[src/rtl/fft_addr_sequencer.sv]
// Radix-2 in-place FFT schedule sequencer: walks stages/pairs, inserts drain bubbles, reports busy/done.
// Optional cycle_count performance counter enabled by defining FFT_ADDR_SEQ_PERF_EN.
module fft_addr_sequencer #(
  parameter int N             = 32,
  parameter int DRAIN_CYCLES  = 4,
  parameter int stage_width   = $clog2($clog2(N)),
  parameter int pair_id_width = $clog2(N / 2)
`ifdef FFT_ADDR_SEQ_PERF_EN
  ,
  parameter int CNT_WIDTH     = 16
`endif
) (
  input  logic                     clk,
  input  logic                     reset,
  input  logic                     start,
  input  logic                     hold,
  output logic                     busy,
  output logic                     done,
  output logic                     o_valid,
  output logic [stage_width-1:0]   stage,
  output logic [pair_id_width-1:0] pair_id
`ifdef FFT_ADDR_SEQ_PERF_EN
  ,
  output logic [CNT_WIDTH-1:0]     cycle_count
`endif
);

  localparam int LOG2N = $clog2(N);
  localparam int GW    = (DRAIN_CYCLES > 1) ? $clog2(DRAIN_CYCLES) : 1;

  localparam logic [stage_width-1:0]   LAST_S   = stage_width'(LOG2N - 1);
  localparam logic [pair_id_width-1:0] LAST_P   = pair_id_width'(N / 2 - 1);
  localparam logic [GW-1:0]            GAP_LOAD = GW'((DRAIN_CYCLES > 0) ? DRAIN_CYCLES - 1 : 0);

  localparam logic [2:0] ST_IDLE  = 3'd0;
  localparam logic [2:0] ST_RUN   = 3'd1;
  localparam logic [2:0] ST_DRAIN = 3'd2;
  localparam logic [2:0] ST_FLUSH = 3'd3;
  localparam logic [2:0] ST_DONE  = 3'd4;

  logic [2:0]               state_q, state_d;
  logic [stage_width-1:0]   s_q, s_d;
  logic [pair_id_width-1:0] p_q, p_d;
  logic [GW-1:0]            gap_q, gap_d;
  logic                     valid_q, valid_d;
  logic                     busy_q, busy_d;
  logic                     done_q, done_d;
  logic [stage_width-1:0]   stage_q, stage_d;
  logic [pair_id_width-1:0] pair_q, pair_d;

  always_comb begin
    state_d = state_q;
    s_d     = s_q;
    p_d     = p_q;
    gap_d   = gap_q;
    valid_d = 1'b0;
    busy_d  = busy_q;
    done_d  = 1'b0;
    stage_d = stage_q;
    pair_d  = pair_q;
    case (state_q)
      ST_IDLE: begin
        busy_d = 1'b0;
        if (start) begin
          state_d = ST_RUN;
          s_d     = '0;
          p_d     = '0;
          busy_d  = 1'b1;
        end
      end
      ST_RUN: begin
        if (!hold) begin
          valid_d = 1'b1;
          stage_d = s_q;
          pair_d  = p_q;
          if (p_q != LAST_P) begin
            p_d = p_q + 1'b1;
          end else begin
            p_d = '0;
            // gap counter is loaded with DRAIN_CYCLES-1 so the bubble lasts exactly DRAIN_CYCLES edges
            if (s_q != LAST_S) begin
              s_d = s_q + 1'b1;
              if (DRAIN_CYCLES != 0) begin
                state_d = ST_DRAIN;
                gap_d   = GAP_LOAD;
              end
            end else if (DRAIN_CYCLES == 0) begin
              state_d = ST_DONE;
            end else begin
              state_d = ST_FLUSH;
              gap_d   = GAP_LOAD;
            end
          end
        end
      end
      ST_DRAIN, ST_FLUSH: begin
        if (gap_q == '0) begin
          state_d = (state_q == ST_DRAIN) ? ST_RUN : ST_DONE;
        end else begin
          gap_d = gap_q - 1'b1;
        end
      end
      ST_DONE: begin
        done_d  = 1'b1;
        state_d = ST_IDLE;
      end
      default: state_d = ST_IDLE;
    endcase
  end

  always_ff @(posedge clk) begin
    if (reset) begin
      state_q <= ST_IDLE;
      s_q     <= '0;
      p_q     <= '0;
      gap_q   <= '0;
      valid_q <= 1'b0;
      busy_q  <= 1'b0;
      done_q  <= 1'b0;
      stage_q <= '0;
      pair_q  <= '0;
    end else begin
      state_q <= state_d;
      s_q     <= s_d;
      p_q     <= p_d;
      gap_q   <= gap_d;
      valid_q <= valid_d;
      busy_q  <= busy_d;
      done_q  <= done_d;
      stage_q <= stage_d;
      pair_q  <= pair_d;
    end
  end

  assign busy    = busy_q;
  assign done    = done_q;
  assign o_valid = valid_q;
  assign stage   = stage_q;
  assign pair_id = pair_q;

`ifdef FFT_ADDR_SEQ_PERF_EN
  logic [CNT_WIDTH-1:0] cnt_q, cnt_d;

  // counts every edge taken outside IDLE, which spans acceptance+1 through the done edge
  always_comb begin
    cnt_d = cnt_q;
    if (state_q == ST_IDLE) begin
      if (start) cnt_d = '0;
    end else if (cnt_q != '1) begin
      cnt_d = cnt_q + 1'b1;
    end
  end

  always_ff @(posedge clk) begin
    if (reset) cnt_q <= '0;
    else       cnt_q <= cnt_d;
  end

  assign cycle_count = cnt_q;
`endif

endmodule

[config.mk]
export PLATFORM = sky130hd
export DESIGN_NAME = fft_addr_sequencer
export DESIGN_NICKNAME = d
export VERILOG_FILES = /design/src/rtl/fft_addr_sequencer.sv
export SDC_FILE = /design/constraint.sdc
export NUM_CORES = 1
export LEC_CHECK = 0
export ABC_AREA = 0
export BUFFER_PORTS_ARGS = -buffer_cell sky130_fd_sc_hd__clkbuf_2
export CAP_MARGIN = 40
export CORE_ASPECT_RATIO = 0.7
export CORE_MARGIN = 4
export CORE_UTILIZATION = 45
export DETAILED_ROUTE_END_ITERATION = 12
export GPL_TIMING_DRIVEN = 0
export PLACE_DENSITY = 0.67
export SYNTH_ARGS = -nofsm -noshare
export SYNTH_HDL_FRONTEND = slang
export SYNTH_SLANG_ARGS = --single-unit
[constraint.sdc]
create_clock -name clk -period 1.7 [get_ports clk]
set_input_delay 0 -clock clk [delete_from_list [all_inputs] [get_ports clk]]
set_output_delay 0 -clock clk [all_outputs]
set_load 0.01 [all_outputs]
Yosys cells after proc, flatten, opt, wreduce, memory -nomap -nowiden. Index checks and enable logic that the tools add are counted.

Input port bits: 4. Output and inout bits: 10. Register bits after elaboration: 22. Word-level logic and storage cells: 60.

Add/subtract/negate cells: 3. Reduce and logical (&&, ||, !) cells: 11. Multiplexer cells: 23. Equal/unequal tests: 12. Bitwise operators: 2.

Operator list (number): 3-bit 2-to-1 mux (9); 4-bit 2-to-1 mux (3); 2-bit != test (second input constant) (6); 3-bit case mux with 3 select lines (1); 4-bit case mux with 2 select lines (1); 4-bit AND reduction (2); 3-bit by 2-bit equality test with 1-bit output (second input constant) (2); 2-bit 2-to-1 mux (3); 3-bit case mux with 2 select lines (1); 5-bit AND reduction (1); 4-bit by 1-bit adder with 4-bit output (second input constant) (1); 1-bit 2-to-1 mux (4); 4-bit != test (second input constant) (1); 2-bit case mux with 2 select lines (1); 2-bit nonzero test (2); 2-bit OR reduction (2); 3-bit by 1-bit adder with 3-bit output (second input constant) (1); 3-bit by 1-bit equality test with 1-bit output (second input constant) (1); 3-bit equality test (second input constant) (1); 3-bit zero test (1); 3-bit != test (second input constant) (1); 3-bit AND reduction (1); 2-bit zero test (1); 1-bit NOT (2); other kinds (2) (2).

Depth between registers and ports, before layout.
Word-level depth: 5. Gate-level depth with buffers: 6. Gate-level depth less buffers: 6.

Worst setup path after synthesis. No wires, ideal clock.

Kind: register -> register. Start: reg state_q[1]. End: reg p_q[3]. Clock period less this slack: 1670 ps. Slack: 30 ps. Setup time: 74 ps. Buffers on the path: 0. Required time: 1626 ps. Cell stages (with the launch flop): 5. Arrival: 1596 ps. Cell sequence: dfxtp_1 or2_4 or3_4 or4_1 a31oi_1.

Longest elaborated chain between the ends: 3. Elaborated cells on any way between the ends: 7. Classes of those cells: 3 x eq/ne; 1 x mux; 3 x reduce/logical.

RTL lines: start: declaration (line 41) `logic [2:0] state_q, state_d;`; start signal: assignment (line 123) `state_q <= state_d;`; 3-bit by 1-bit equality test with 1-bit output / 3-bit zero test (equally long branches) (line 61) `case (state_q)`; 2-bit != test (no source line) / 2-bit nonzero test (equally long branches); 3-bit AND reduction (no source line); end signal: assignment (line 125) `p_q <= p_d;`; end: declaration (line 43) `logic [pair_id_width-1:0] p_q, p_d;`.

Parallel ways exist; a longest one is shown, timed or not. A chain may end at the register's enable or synchronous reset.

Worst setup path in the final report.
Start: reg state_q[2]. End: reg p_q[3].

Same word-level chain as after synthesis.

==> summary.txt <==
Detailed routing
  – Routed vias/inst: approximately 5.5
  – DRC violations left: 0
  – Via Count: 958
  – 1st-iter DRT viols: roughly 70
  – DR WL/cell: approximately 14 µm
  – Final WL: about 2.4 mm
  – Drt pass-1 iters: 4
  – Remaining antenna violation count after routing: 0

Setup path
  – WS Path Type: reg -> reg
  – CP max FO: 6
  – Crit path required time: 1950 ps
  – WP data arrival: between 1500 and 2000 ps
  – CP startpoint kind: flip-flop
  – Worst setup EP type: flip-flop

Synthesis
  – Biggest area consumer among synthesized cells: dfxtp_1
  – Ys Warns: 0
  – Top_reg_cell synth: dfxtp_1
  – Post-synthesis mux area share: 0.01100
  – Post-synthesis register bit count: 22
  – Compound-Gate Fraction of Synth Area: 0.1491
  – EDFF count, synth: 0
  – Synthesized instance count: around 120
  – Cell with the most instances after synthesis: dfxtp_1
  – Xor/xnor cell area share of the yosys netlist: 0
  – Seq/Total Area, Yosys: 0.4303
  – Synth Area in Adders: 0.04890
  – Avg Synthesized Cell Area: 8.254 µm²
  – Post-synth top cells: dfxtp_1 (22), nand2_1 (21), a21oi_1 (12)
  – Ranking of synthesized cells by area: dfxtp_1 (43%), nand2_1 (7.7%), a21oi_1 (5.9%)
  – Largest family of logic cells by synthesized area: simple AND/OR/NAND/NOR gates
  – Mapped Area: 1023 µm²
  – Async SR Flop Fraction: 0
  – Post-synthesis simple-gate area fraction: 0.3191
  – Yosys top cell area share: 0.4303
  – Syn nets: 132
  – Netlist cell types: 37

Clocking
  – Hold-fix buffers at CTS: 0
  – CTS buffer count: 3
  – Clk_lat worst skew: 310 ps
  – CTS tree: done
  – Sink Count: 22
  – Root Buffer: clkbuf_4
  – Clock transition at path regs: 130 ps
  – Maximum root-to-sink buffer count: 2
  – H-tree Lvls: 1

Outcome
  – Violated checks: negative setup slack
  – Status: finished with violations

Cells and area
  – Diode count: 0
  – Post-layout util: 0.5685
  – Area Overhead vs Synth: 19.68%
  – Nets@finish: 153
  – Filler cell count: around 210
  – Design Area, Final: between 1000 and 1500 µm²
  – Share of layout cells above drive strength 1: 0.2378
  – Fin cells: ~180

Placement
  – # placed instances: between 150 and 200
  – Cell Area, Placed: about 1100 µm²
  – Port Buffers: 13
  – Placer Congestion: ~0.77
  – Dpl hpwl: 1.670 mm

Timing
  – Fmax: around 600 MHz
  – Worst setup margin: -3.733 ps
  – Setup Skew: slightly below 7 ps
  – Worst-margin pin slew: 484.9 ps
  – Fin crit period: about 1700 ps
  – Final hold vios: 0
  – Max_slew headroom: 0.6767
  – Final worst-path cycle share: 1.002
  – Slew Viols, Final: 0
  – Final setup vio count: 1
  – TNS Setup: -3.733 ps
  – RSZ-0062 raised after global routing: yes

Die
  – Die ar.: between 3000 and 4000 µm²
  – Starting Density: 0.4750
  – Die width: 65 µm
  – Die Span Y: ~48 µm
  – Core area: 2155 µm²
  – FP Rows: 14
  – IO Count: 14

GRT
  – Largest net degree at the start of global routing: 12
  – Initial antenna violation count: 0
  – GRT overflow: 0
  – Number of global-route vias before repair: approximately 800
  – Global-route wire length before repair: roughly 3.8 mm
  – Tot GR Track Use: 0.1643

Power
  – Peak VDD IR: 0.0005540 V
  – Static Leakage: between 0.4 and 0.5 nW
  – Pwr/cell area: about 1000 nW/µm²
  – Total Power: around 0.0013 W

Worst hold path
  – Hold Path Class: in -> reg

Run
  – MaxCap Viol Count: 0
## stage by stage
step / worst slack [ps] / hold WS, ps
after floorplan: 29.95 / 178.7
after global placement: -213.9 / 346.3
after detailed placement: -290.9 / 357.5
after CTS: 5.719 / 12.59
after global routing: -49.60 / 40.30
final: -3.733 / 9.610
## power breakdown
| group | total [W] | internal [W] | switching, W |
|---|---|---|---|
| clock | 0.000247 | 0.0000830 | 0.000164 |
| combinational | 0.000414 | 0.000179 | 0.000235 |
| sequential | 0.000590 | 0.000555 | 0.0000354 |
| total | 0.00125 | 0.000817 | 0.000434 |
## timing repair
item                       in CTS  in global routing
buffers inserted                2                  2
resized for setup              13                  3
pin swaps                       5                  5
setup endpoints to repair      15                  3
## sequential cells by signal (all words and copies together) (netlist names)
name     cells
p_q          4
pair_id      4
s_q          3
stage        3
state_q      3
gap_q        2
busy         1
done         1
o_valid      1
## placed cells by master, fill, tap and decap left out, types with 2 or more instances in the layout
master / synthesis / layout
a21oi_1: 12 / 12
a31oi_1: 2 / 2
buf_4: 0 / 4
clkbuf_1: 4 / 3
clkbuf_2: 0 / 13
clkbuf_4: 0 / 3
dfxtp_1: 22 / 19
dfxtp_2: 0 / 3
ha_1: 4 / 4
inv_1: 5 / 5
nand2_1: 21 / 20
nand2b_1: 3 / 3
nand3_1: 3 / 3
nand3b_1: 3 / 3
nand4_1: 2 / 2
nor2_1: 8 / 7
nor3_1: 5 / 4
o21ai_0: 6 / 6
or3_1: 2 / 2
## area by class of cell
| class | count | area (µm²) | share of cell area |
|---|---|---|---|
| clock buffer | 3 | 22.52 | 0.01839 |
| buffer | 5 | 28.78 | 0.02349 |
| timing repair buffer | 17 | 95.09 | 0.07763 |
| sequential | 22 | 444.2 | 0.3626 |
| multi-input combinational | 91 | 575.6 | 0.4699 |
| tap | 32 | 40.04 | 0.03269 |
| inverter | 5 | 18.77 | 0.01532 |
## final timing paths
kind              start         end  slack (ps)  cells past startpoint
max          state_q[2]      p_q[3]          -4                      4
min               reset  state_q[0]          10                      4
max reg2reg  state_q[2]      p_q[3]          -4                      4
min reg2reg  pair_id[1]  pair_id[1]         460                      2
## critical path, stage by stage, from the launching register on
cell and delay, ps:
dfxtp_2 340, or2_4 270, or3_4 400, or4_1 470, a31oi_1 160
## metal layers
layer,part of all wire,vias up,GRT usage,wire [µm]
met4,0.014,0,0.02941,34
li1,-,481,-,-
met1,0.49,447,0.2263,1183
met2,0.44,22,0.2520,1063
met5,0,-,0,0
met3,0.050,8,0.05869,120
## cell families after synthesis
logic type / after synthesis
AND/OR/NAND/NOR: 60
flip-flops: 22
adder cells (fa/ha/maj): 4
multiplexers: 1
AO/OA/AOI/OAI: 26
buffers and inverters: 11
(Power assumes the default switching activity.)
